==> src/rtl/sdh_regs_pkg.sv <==
// Shared constants and types for the SD host register
// access sequencer.
package sdh_regs_pkg;

  localparam int NUM_REQ     = 3;
  localparam int TIMEOUT_DEF = 15;

  localparam logic [7:0] ADDR_000H = 8'h00;
  localparam logic [7:0] ADDR_004H = 8'h04;
  localparam logic [7:0] ADDR_006H = 8'h06;
  localparam logic [7:0] ADDR_008H = 8'h08;
  localparam logic [7:0] ADDR_00EH = 8'h0E;

  typedef enum logic [2:0] {
    IDLE,
    DRIVE,
    WAIT,
    DONE,
    ERR
  } state_e;

endpackage

==> src/rtl/rr_arbiter3.sv <==
// Three-way round-robin picker; the pointer advances only
// when the sequencer retires a transaction.
module rr_arbiter3
  import sdh_regs_pkg::*;
(
  input  logic               clk,
  input  logic               rst,
  input  logic [NUM_REQ-1:0] req,
  input  logic               upd,
  input  logic [1:0]         owner,
  output logic [NUM_REQ-1:0] gnt,
  output logic [1:0]         idx
);

  logic [1:0] ptr_q, ptr_d;
  logic       hit;

  always_comb begin
    ptr_d = ptr_q;
    if (upd) begin
      ptr_d = (owner == 2'd2) ? 2'd0 : owner + 2'd1;
    end
  end

  always_ff @(posedge clk or negedge rst) begin
    if (!rst) begin
      ptr_q <= 2'd0;
    end else begin
      ptr_q <= ptr_d;
    end
  end

  // Search starts at the pointer and wraps 0 -> 1 -> 2.
  always_comb begin
    hit = 1'b0;
    idx = 2'd0;
    gnt = '0;
    for (int k = 0; k < NUM_REQ; k++) begin
      if (!hit && req[(int'(ptr_q) + k) % NUM_REQ]) begin
        hit = 1'b1;
        idx = 2'((int'(ptr_q) + k) % NUM_REQ);
      end
    end
    if (hit) begin
      gnt = 3'b001 << idx;
    end
  end

endmodule

==> src/rtl/reg_access_sequencer.sv <==
// Arbitrates register writes from three requesters, pulses
// one enable, then waits for the register's ack.
module reg_access_sequencer
  import sdh_regs_pkg::*;
#(
  parameter int ADDR_W   = 8,
  parameter int DATA_W   = 32,
  parameter int NUM_REGS = 5,
  parameter int TIMEOUT  = TIMEOUT_DEF
) (
  input  logic                      clk,
  input  logic                      rst,
  input  logic [NUM_REQ-1:0]        req,
  input  logic [NUM_REQ*ADDR_W-1:0] req_addr,
  input  logic [NUM_REQ*DATA_W-1:0] req_wdata,
  output logic [NUM_REQ-1:0]        gnt,
  output logic [NUM_REQ-1:0]        done,
  output logic [NUM_REQ-1:0]        err,
  output logic                      enb_block0,
  output logic                      enb_block1,
  output logic                      enb_block2,
  output logic [NUM_REGS-1:0]       reg_sel,
  output logic [DATA_W-1:0]         wr_data,
  input  logic [NUM_REGS-1:0]       reg_ack,
  output logic                      busy
);

  state_e              state_q, state_d;
  logic [NUM_REQ-1:0]  gnt_q, gnt_d;
  logic [1:0]          own_q, own_d;
  logic [NUM_REGS-1:0] sel_q, sel_d;
  logic [DATA_W-1:0]   wdat_q, wdat_d;
  logic [3:0]          cnt_q, cnt_d;

  logic [NUM_REQ-1:0]  arb_gnt;
  logic [1:0]          arb_idx;
  logic                ptr_upd;
  logic [ADDR_W-1:0]   addr_in;
  logic [DATA_W-1:0]   wdata_in;
  logic [NUM_REGS-1:0] sel_dec;

  rr_arbiter3 u_arb (
    .clk   (clk),
    .rst   (rst),
    .req   (req),
    .upd   (ptr_upd),
    .owner (own_q),
    .gnt   (arb_gnt),
    .idx   (arb_idx)
  );

  always_comb begin
    addr_in  = req_addr[arb_idx*ADDR_W +: ADDR_W];
    wdata_in = req_wdata[arb_idx*DATA_W +: DATA_W];
    sel_dec  = '0;
    unique case (1'b1)
      (addr_in == ADDR_W'(ADDR_000H)): sel_dec[0] = 1'b1;
      (addr_in == ADDR_W'(ADDR_004H)): sel_dec[1] = 1'b1;
      (addr_in == ADDR_W'(ADDR_006H)): sel_dec[2] = 1'b1;
      (addr_in == ADDR_W'(ADDR_008H)): sel_dec[3] = 1'b1;
      (addr_in == ADDR_W'(ADDR_00EH)): sel_dec[4] = 1'b1;
      default: ;
    endcase
  end

  always_comb begin
    state_d = state_q;
    gnt_d   = gnt_q;
    own_d   = own_q;
    sel_d   = sel_q;
    wdat_d  = wdat_q;
    cnt_d   = cnt_q;
    ptr_upd = 1'b0;
    unique case (state_q)
      IDLE: begin
        if (|req) begin
          gnt_d = arb_gnt;
          own_d = arb_idx;
          if (|sel_dec) begin
            sel_d   = sel_dec;
            wdat_d  = wdata_in;
            state_d = DRIVE;
          end else begin
            state_d = ERR;
          end
        end
      end
      DRIVE: begin
        cnt_d   = 4'd0;
        state_d = WAIT;
      end
      WAIT: begin
        if (|(reg_ack & sel_q)) begin
          state_d = DONE;
        end else begin
          cnt_d = cnt_q + 4'd1;
          if (cnt_d == 4'(TIMEOUT)) begin
            state_d = ERR;
          end
        end
      end
      DONE, ERR: begin
        gnt_d   = '0;
        sel_d   = '0;
        wdat_d  = '0;
        ptr_upd = 1'b1;
        state_d = IDLE;
      end
      default: state_d = IDLE;
    endcase
  end

  always_ff @(posedge clk or negedge rst) begin
    if (!rst) begin
      state_q <= IDLE;
      gnt_q   <= '0;
      own_q   <= 2'd0;
      sel_q   <= '0;
      wdat_q  <= '0;
      cnt_q   <= 4'd0;
    end else begin
      state_q <= state_d;
      gnt_q   <= gnt_d;
      own_q   <= own_d;
      sel_q   <= sel_d;
      wdat_q  <= wdat_d;
      cnt_q   <= cnt_d;
    end
  end

  assign gnt        = gnt_q;
  assign done       = (state_q == DONE) ? gnt_q : '0;
  assign err        = (state_q == ERR) ? gnt_q : '0;
  assign enb_block0 = (state_q == DRIVE) & gnt_q[0];
  assign enb_block1 = (state_q == DRIVE) & gnt_q[1];
  assign enb_block2 = (state_q == DRIVE) & gnt_q[2];
  assign reg_sel    = sel_q;
  assign wr_data    = wdat_q;
  assign busy       = (state_q != IDLE);

endmodule

==> config.mk <==
export PLATFORM = sky130hd
export DESIGN_NAME = reg_access_sequencer
export DESIGN_NICKNAME = d
export VERILOG_FILES = /design/src/rtl/sdh_regs_pkg.sv /design/src/rtl/rr_arbiter3.sv /design/src/rtl/reg_access_sequencer.sv
export SDC_FILE = /design/constraint.sdc
export NUM_CORES = 1
export LEC_CHECK = 0
export BUFFER_PORTS_ARGS = -buffer_cell sky130_fd_sc_hd__buf_2
export CAP_MARGIN = 20
export CELL_PAD_IN_SITES_DETAIL_PLACEMENT = 1
export CELL_PAD_IN_SITES_GLOBAL_PLACEMENT = 2
export CORE_MARGIN = 2
export CORE_UTILIZATION = 28
export DETAILED_ROUTE_END_ITERATION = 8
export GPL_ROUTABILITY_DRIVEN = 0
export PLACE_DENSITY_LB_ADDON = 0.1
export SETUP_SLACK_MARGIN = 0.05
export SYNTH_ARGS = -nofsm -noshare
export SYNTH_HDL_FRONTEND = slang
export SYNTH_SLANG_ARGS = --single-unit
==> constraint.sdc <==
create_clock -name clk -period 9.1 [get_ports clk]
set_clock_uncertainty 0.05 [all_clocks]
set_input_delay 1.82 -clock clk [delete_from_list [all_inputs] [get_ports clk]]
set_output_delay 1.82 -clock clk [all_outputs]
set_load 0.05 [all_outputs]
# [Yosys cells after proc, flatten, opt, wreduce, memory -nomap -nowiden]
# Index checks and enable logic that the tools add are counted.
[classes] reduce_logical=18 order_cmp=3 div_mod_pow=3 n_mul=0 add_sub_neg=4 muxes=40 shift=3 n_bitwise=4 eq_ne=14
[op_table] cell="< comparator 32 x 4 -> 1 bit (second input constant)" count=3
[op_table] cell="indexed part select 96 x 8 -> 32 bit" count=1
[op_table] cell="remainder unit 32 x 3 -> 32 bit (second input constant)" count=2
[op_table] cell="2-to-1 mux 32 bit" count=2
[op_table] cell="case mux 32 bit (2 select lines)" count=1
[op_table] cell="remainder unit 3 x 3 -> 32 bit (second input constant)" count=1
[op_table] cell="2-to-1 mux 3 bit" count=8
[op_table] cell="indexed part select 24 x 6 -> 8 bit" count=1
[op_table] cell="== test 8 x 3 -> 1 bit (second input constant)" count=2
[op_table] cell="== test 8 x 4 -> 1 bit (second input constant)" count=2
[op_table] cell="2-to-1 mux 1 bit" count=15
[op_table] cell="2-to-1 mux 5 bit" count=2
[op_table] cell="case mux 5 bit (2 select lines)" count=1
[op_table] cell="OR reduction 5 bit" count=2
[op_table] cell="case mux 3 bit (3 select lines)" count=1
[op_table] cell="logical NOT 8 bit" count=1
[op_table] cell="2-to-1 mux 2 bit" count=4
[op_table] cell="case mux 4 bit (2 select lines)" count=1
[op_table] cell="AND reduction 2 bit" count=4
[op_table] cell="binary-select mux 1 bit (select 2 bit)" count=3
[op_table] cell="== test 3 x 2 -> 1 bit (second input constant)" count=2
[op_table] cell="inequality test 2 bit (second input constant)" count=3
[op_table] cell="case mux 3 bit (2 select lines)" count=1
[op_table] cell="bitwise AND 5 bit" count=1
[op_table] cell="other kinds (20)" count=25
[totals] latchBits=0 romBits=0 reg_bits=51 elab_cells=96 n_memories=0 ramBits=0

# [Depth between registers and ports, before layout]
# Gate-level depths: netlist of the first run.
[depth] ltp_word=18 mapped_depth=14 depth_no_buf=10

# [By module]
# Synthesis of the first run repeated with hierarchy kept, for this count alone.
[hier_totals] cells_unflattened=383 area_unflattened_um2=3580.9
[by_module_without_submodules] mod="reg_access_sequencer" seq_area_each_um2=1226.2 area_per_inst_um2=3196.8 cells_each=338 instances=1
[by_module_without_submodules] mod="rr_arbiter3" seq_area_each_um2=50.0 area_per_inst_um2=384.1 cells_each=45 instances=1

# [Worst setup path after synthesis of the first run]
# Ideal clock, no wire load.
[synth_timing] path_kind="input port to flip-flop" from="input port req[0]" to="register sel_q[1] (netlist: reg_sel[1])" stages=10 setup_time_ns=0.079 arrival_ns=3.733 t_required_ns=8.971 path_slack_ns=5.237 path_cell_list="mux2_4 > mux2_4 > a21oi_4 > o21ai_2 > a31oi_4 > and3b_4 > o221ai_2 > buf_6 > buf_12 > mux2i_1"
[synth_via] elab_chain_len=16 word_cells_on_any_way=37 classes_between="eq/ne: 6; shift: 1; mux: 22; reduce/logical: 8"
[synth_lines] element="start: declaration" line="reg_access_sequencer.sv:13" text="input logic [NUM_REQ-1:0] req,"
[synth_lines] element="binary-select mux 1 bit (select 2 bit)" line="rr_arbiter3.sv:39" text="if (!hit && req[(int'(ptr_q) + k) % NUM_REQ]) begin"
[synth_lines] element="2-to-1 mux 1 bit (implied by the code) (2 in a row)" line="rr_arbiter3.sv:39"
[synth_lines] element="2-to-1 mux 1 bit" line="rr_arbiter3.sv:39"
[synth_lines] element="logical NOT 1 bit" line="rr_arbiter3.sv:39"
[synth_lines] element="logical AND 1 bit" line="rr_arbiter3.sv:39"
[synth_lines] element="2-to-1 mux 1 bit" line="rr_arbiter3.sv:39"
[synth_lines] element="logical NOT 1 bit" line="rr_arbiter3.sv:39"
[synth_lines] element="logical AND 1 bit" line="rr_arbiter3.sv:39"
[synth_lines] element="2-to-1 mux 2 bit" line="rr_arbiter3.sv:39"
[synth_lines] element="indexed part select 24 x 6 -> 8 bit" line="reg_access_sequencer.sv:53" text="addr_in = req_addr[arb_idx*ADDR_W +: ADDR_W];"
[synth_lines] element="== test 8 x 3 -> 1 bit, or another cell as far along" line="reg_access_sequencer.sv:58" text="(addr_in == ADDR_W'(ADDR_004H)): sel_dec[1] = 1'b1;"
[synth_lines] element="2-to-1 mux 1 bit" line="reg_access_sequencer.sv:56" text="unique case (1'b1)"
[synth_lines] element="OR reduction 5 bit or 2-to-1 mux 5 bit (tied branches)" line="reg_access_sequencer.sv:79" text="if (|sel_dec) begin"
[synth_lines] element="inequality test 2 bit (no source line) or 2-to-1 mux 5 bit (tied branches)"
[synth_lines] element="AND reduction 3 bit (no source line) or case mux 5 bit (2 select lines) (tied branches)"
[synth_lines] element="end signal: assignment" line="reg_access_sequencer.sv:125" text="sel_q <= sel_d;"
[synth_lines] element="end: declaration" line="reg_access_sequencer.sv:31" text="logic [NUM_REGS-1:0] sel_q, sel_d;"
# Several ways; a longest one is shown, not always the timed one. The select of a mux whose other input is x is not followed.
# A chain may end at the register's enable or synchronous reset.

# [Worst setup path in the final report of the first run]
[layout_timing] from="input port req[2]" to="register sel_q[3] (netlist: reg_sel[3])"
# The elaborated chain is that of the path after synthesis.

==> results of run 1 <==
==> cell families (layout without fill, tap and decap cells) <==
group	Yosys count	in the layout	share of synthesized area (%)
simple gates	159	159	20.2
fa+ha+maj	6	6	2.02
compound gates	80	80	15.6
buf+inv	29	197	7.05
mux	74	74	20.2
flops	51	51	34.4
xor+xnor	2	2	0.472
==> routing by layer <==
| metal | routed length, um | vias to the layer above | global-route usage, % | share of wire, % |
|---|---|---|---|---|
| li1 | - | 1753 | - | - |
| met5 | 0 | - | 0 | 0 |
| met3 | 701 | 12 | 3.83 | 6.2 |
| met4 | 147 | 0 | 4.17 | 1.3 |
| met1 | 4490 | 1680 | 17.9 | 40 |
| met2 | 5930 | 91 | 30.1 | 53 |
==> cell usage after synthesis (5+ instances only) <==
library cell,number
dfrtp_1,51
buf_6,6
and2_1,11
nor2_1,37
o21ai_0,12
mux2i_1,72
ha_1,6
a21oi_1,27
inv_1,5
o211ai_1,10
nand3_1,5
nand2_1,72
==> stage by stage <==
stage	cell area [um2]	utilization, %
4_1_cts	4780	36.6
3_3_place_gp	4650	35.5
5_1_grt	4780	36.6
6_report	4780	36.6
2_1_floorplan	3710	-
3_5_place_dp	4650	35.5
==> final timing paths <==
path | from | to | slack [ps] | cells past startpoint
worst max-delay path | req[2] | reg_sel[3] | 4580 | 10
worst max register to register | u_arb.ptr_q[1] | reg_sel[3] | 5290 | 11
max in group asynchronous | rst | wr_data[12] | 6950 | 2
worst min-delay path | own_q[0] | u_arb.ptr_q[0] | 430 | 1
worst min register to register | own_q[0] | u_arb.ptr_q[0] | 430 | 1
min in group asynchronous | rst | u_arb.ptr_q[1] | 1590 | 2
==> power by group through the flow <==
stage	logic, mW	registers (mW)	clock network (mW)
final	1.36	0.392	0.183
after global routing	1.50	0.407	0.199
after CTS	1.39	0.395	0.192
after detailed placement	1.39	0.396	0
after global placement	1.36	0.392	0
after floorplan	0.892	0.638	0
==> final cells by class <==
cell class | count | area [um2]
flip-flops and latches | 51 | 1280
multi-input cells | 321 | 2200
fillers | 1601 | 8300
repair buffers | 184 | 933
clock inverters | 1 | 5.00
well taps | 176 | 220
clock buffers | 7 | 133
inverters | 5 | 18.8
==> state kept, by name, indices dropped and copies added, names as in the netlist <==
name         flops
cnt_q            4
gnt              3
own_q            2
reg_sel          5
state_q          3
u_arb.ptr_q      2
wr_data         32
==> summary.md, run 1 <==
| Metric | Value |
|---|---|
| Most common cell after layout, fill and taps aside | `buf_2` |
| Post-synthesis register bit count | `between 50 and 60` |
| Yosys top cell area share | `between 30% and 40%` |
| Die ar. | `between 10000 and 15000 um2` |
| Area leader, netlist | `dfrtp_1` |
| Final nets | `a little over 700` |
| CTS tree | `yes` |
| Ports | `180` |
| Worst setup SP type | `primary input` |
| Sw Ratio | `a little over half` |
| Top_reg_cell synth | `dfrtp_1` |
| Final ANT Viol Nets | `0` |
| CTS sink count | `51` |
| First-pass GRT wire length | `about 18 mm` |
| Rows | `42` |
| Skew-Pair Late Insertion Delay | `roughly 290 ps` |
| Number of post-CTS setup repair buffers | `0` |
| Die width | `about 120 um` |
| Hold buffer count at CTS | `0` |
| Placed cells | `approximately 740` |
| WL/cell | `~15 um` |
| Crit end category | `flip-flop` |
| Slew of the pin with the lowest slew margin | `just under 900 ps` |
| Max-cap violations | `0` |
| Fmax | `0.221 GHz` |
| Final setup vio count | `0` |
| Post-Route WL | `around 11 mm` |
| WP data required | `9230 ps` |
| Async set-reset flop share out of synthesis | `100%` |
| Post-Place Worst Slack | `roughly 4300 ps` |
| Psw | `~1.1 mW` |
| Critical Path, Cell by Cell | `buf_2 > mux2i_1 > o21ai_1 > o221ai_2 > and2_1 > a31oi_4 > and3b_4 > o221ai_4 > buf_4 > a31o_2` |
| Max Root-Sink Buffers | `2` |
| Internal | `0.878 mW` |
| Mapped Avg Cell Area | `slightly above 9 um2` |
| Seq pwr share | `20.3%` |
| Critical Path AT | `approximately 4700 ps` |
| Worst ir drop on vdd | `around 0.12 mV` |
| Min-Delay Path Class | `reg -> reg` |
| Setup ws final | `roughly 4600 ps` |
| Total global routing overflow | `0` |
| Slew margin rel. | `between 40 and 50%` |
| Crit Path Max Fanout | `37` |
| Most frequent cells in the layout | `buf_2, nand2_1, mux2i_1` |
| Final min period | `about 4500 ps` |
| Cts bufs inserted | `5` |
| Drc violations | `0` |
| Layout cells sized above 1 | `about 38%` |
| Area contributors post-synth | `dfrtp_1, mux2i_1, nand2_1` |
| Number of I/O port buffers | `approximately 180` |
| Vias per inst | `around 4.7` |
| CTS H-tree depth | `2` |
| Final Non-Filler Cells | `between 700 and 800` |
| Syn nets | `537` |
| Mapped Cells | `between 400 and 500` |
| Leak Pwr | `roughly 2.8 nW` |
| Final Hold Vio Count | `0` |
| Dpl hpwl | `8.89 mm` |
| Initial antenna violation count | `0` |
| Yosys cell types | `60` |
| Kind of critical path | `in -> reg` |
| ANT cells | `0` |
| CP top delay family | `simple AND/OR/NAND/NOR gates` |
| Buf+Inv Stages, Crit Path | `2` |
| RSZ-0062 raised after global routing | `no` |
| Die Height | `roughly 120 um` |
| CP peak stage delay | `~750 ps` |
| PwrDens | `around 400 nW/um2` |
| DRT Pass-1 Iters | `4` |
| Routed vias | `3536` |
| Vias in the first global route | `~3800` |
| Sequential fraction of the synthesis area | `34.4%` |
| Cell Area, Synth | `3710 um2` |
| Max Transition Viols Final | `0` |
| Total GRT Usage | `16.0%` |
| Total negative slack | `0 ps` |
| Final hold slack | `433 ps` |
| Syn-to-layout area delta | `28.9%` |
| Largest net degree at the start of global routing | `54` |
| Effective utilization at floorplan | `between 20 and 30%` |
| EDFF count, synth | `0` |
| Clk pwr share | `about a tenth` |
| Core Area | `~13000 um2` |
| CTS resizes | `0` |
| Root buf cell | `clkbuf_16` |
| Gate power share | `a little over two thirds` |
| Status | `completed` |
| DR iter-0 viols | `56` |
| Worst-path clk slew | `approximately 70 ps` |
| Yosys Warn Count | `0` |
| Fin crit share | `49.6%` |
| Power consumption | `between 1.5 and 2 mW` |
| Crit-path slowest cell | `and2_1` |
(Power assumes the default switching activity.)
==> run 2: changes to the inputs <==
--- a/config.mk
+++ b/config.mk
@@ -10,7 +10,7 @@
 export CELL_PAD_IN_SITES_DETAIL_PLACEMENT = 1
 export CELL_PAD_IN_SITES_GLOBAL_PLACEMENT = 2
 export CORE_MARGIN = 2
-export CORE_UTILIZATION = 28
+export CORE_UTILIZATION = 26
 export DETAILED_ROUTE_END_ITERATION = 8
 export GPL_ROUTABILITY_DRIVEN = 0
 export PLACE_DENSITY_LB_ADDON = 0.1
==> constraint.sdc (replaced) <==
create_clock -name clk -period 4.62 [get_ports clk]
set_clock_uncertainty 0.05 [all_clocks]
set_input_delay 0.924 -clock clk [delete_from_list [all_inputs] [get_ports clk]]
set_output_delay 0.924 -clock clk [all_outputs]
set_load 0.05 [all_outputs]
==> run 2 against run 1 <==
Against the previous run:
- via count fell by 0.90%
- sequential share of layout area down 0.22 points
- worst setup slack got worse by 3700 ps
- clock-buffer cell count decreased by 1
- die area is 7.4% higher
- hold slack improved by 15 ps
==> summary.md, run 2 (synthesis gave the netlist of run 1 again) <==
| Metric | Value |
|---|---|
| Ports | `180` |
| Number of I/O port buffers | `roughly 180` |
| Final Hold Vio Count | `0` |
| Final instance area | `about 4800 um2` |
| Drc violations | `0` |
| ANT cells | `0` |
| Initial antenna violation count | `0` |
| WL/cell | `15.2 um` |
| Post-Route WL | `~11 mm` |
| Critical Path AT | `a little under 4000 ps` |
| Max-cap violations | `0` |
| Skew-Pair Late Insertion Delay | `290 ps` |
| Die width | `~120 um` |
| Psw | `roughly 2.1 mW` |
| Post-place instance area | `between 4000 and 5000 um2` |
| Kind of critical path | `reg -> reg` |
| Worst-path clk slew | `approximately 70 ps` |
| Layout cells sized above 1 | `approximately two fifths` |
| Die Height | `approximately 120 um` |
| CTS tree | `yes` |
| Max Root-Sink Buffers | `2` |
| Cts bufs inserted | `5` |
| R2R setup slack | `920 ps` |
| Reg2reg start | `u_arb.ptr_q[0]` |
| Critical Path, Cell by Cell | `inv_1 > ha_1 > o41ai_1 > o221ai_2 > and2_1 > a31oi_4 > and3b_4 > o221ai_4 > buf_4 > mux2i_1` |
| Fill count | `~1700` |
| CTS H-tree depth | `2` |
| Rows | `43` |
| Fmax | `0.270 GHz` |
| Min-Delay Path Class | `reg -> reg` |
| Fin crit share | `80.1%` |
| Core Area | `between 10000 and 15000 um2` |
| HP Start | `own_q[0]` |
| WP data required | `4770 ps` |
| Final nets | `between 700 and 800` |
| Largest net degree at the start of global routing | `52` |
| PwrDens | `802 nW/um2` |
| Buf+Inv Stages, Crit Path | `2` |
| Worst ir drop on vdd | `~0.25 mV` |
| Hold endpoint | `u_arb.ptr_q[0]` |
| Worst setup SP type | `flip-flop` |
| Number of post-CTS setup repair buffers | `0` |
| Syn-to-layout area delta | `30.0%` |
| Effective utilization at floorplan | `roughly a quarter` |
| Vias per inst | `roughly 4.7` |
| Slew margin rel. | `slightly below 40%` |
| CTS resizes | `0` |
| Final min period | `approximately 3700 ps` |
| Crit-path slowest cell | `o41ai_1` |
| Most common cell after layout, fill and taps aside | `buf_2` |
| CP top delay family | `compound AO/OA/AOI/OAI gates` |
| Setup ws final | `between 900 and 1000 ps` |
| Crit end category | `flip-flop` |
| Crit Path Max Fanout | `16` |
| DRT Pass-1 Iters | `4` |
| Status | `completed` |
| Routed vias | `3504` |
| Final setup vio count | `0` |
| Total global routing overflow | `0` |
| Total negative slack | `0 ps` |
| Dpl hpwl | `9.29 mm` |
| Post-Place Worst Slack | `roughly 730 ps` |
| RSZ-0062 raised after global routing | `no` |
| Seq pwr share | `slightly below 20%` |
| Internal | `about 1.8 mW` |
| CTS sink count | `51` |
| R2r worst-path depth | `10` |
| Final ANT Viol Nets | `0` |
| CP peak stage delay | `~610 ps` |
| Clk pwr share | `between 9 and 10%` |
| First-pass GRT wire length | `about 19 mm` |
| Leak Pwr | `between 2 and 3 nW` |
| Gate power share | `a little over two thirds` |
| Largest register FFs | `32` |
| Most frequent cells in the layout | `buf_2, mux2i_1, nand2_1` |
| Hold buffer count at CTS | `0` |
| Die ar. | `around 15000 um2` |
| Max Transition Viols Final | `0` |
| Vias in the first global route | `roughly 3700` |
| Total GRT Usage | `between 15 and 20%` |
| Root buf cell | `clkbuf_16` |
| Worst reg2reg path endpoint | `wr_data[1]` |
| Sw Ratio | `a little over half` |
| DR iter-0 viols | `65` |
| Hold path cells | `1` |
| Slew of the pin with the lowest slew margin | `920 ps` |
## run 2: changes by cell type in the layout (fill, tap and decap cells not counted)
cell,previous run,this run
nand2_1,72,71
clkbuf_8,0,1
nand2_2,0,1
clkinv_2,1,0
buf_4,5,8
inv_6,0,1
clkbuf_1,2,0
## run 2: power groups by stage
stage | Clock, mW | Combinational, mW | Sequential [mW]
floorplan | 0 | 1.76 | 1.26
global placement | 0 | 2.74 | 0.772
detailed placement | 0 | 2.79 | 0.779
CTS | 0.397 | 2.79 | 0.775
global route | 0.418 | 3.02 | 0.805
finish | 0.378 | 2.72 | 0.770
## run 2: per-stage QoR
stage               utilization (%)  hold slack, ps  power [mW]  std cells
floorplan                         -             393        3.01        401
global placement               33.6             431        3.51        744
detailed placement             33.6             449        3.57        744
CTS                            34.6             452        3.96        751
global route                   34.6             482        4.24        751
finish                         34.6             449        3.87        751
## run 2: worst max-delay path by stage
stage	start	end	slack, ps	cells after the start
final	u_arb.ptr_q[0]	wr_data[1]	920	10
after global routing	u_arb.ptr_q[0]	wr_data[6]	650	10
after CTS	u_arb.ptr_q[1]	wr_data[1]	860	12
after detailed placement	req[0]	wr_data[1]	730	11
after global placement	req[0]	wr_data[1]	880	11
after floorplan	req[0]	reg_sel[1]	1650	10
## run 2: area by class of cell
type	count	area (um2)	area share, %
multi-input combinational	321	2200	45.6
sequential	51	1280	26.5
tap	180	225	4.67
inverter	5	18.8	0.389
clock buffer	6	139	2.88
timing repair buffer	187	956	19.8
clock inverter	1	8.76	0.182
## run 2: metal layers
| metal | wire length (um) | GRT usage (%) | vias to the layer above | part of all wire, % |
|---|---|---|---|---|
| met1 | 4640 | 18.4 | 1650 | 41 |
| li1 | - | - | 1760 | - |
| met5 | 0 | 0 | - | 0 |
| met2 | 5990 | 28.4 | 89 | 52 |
| met4 | 86 | 2.77 | 0 | 0.75 |
| met3 | 721 | 4.47 | 5 | 6.3 |
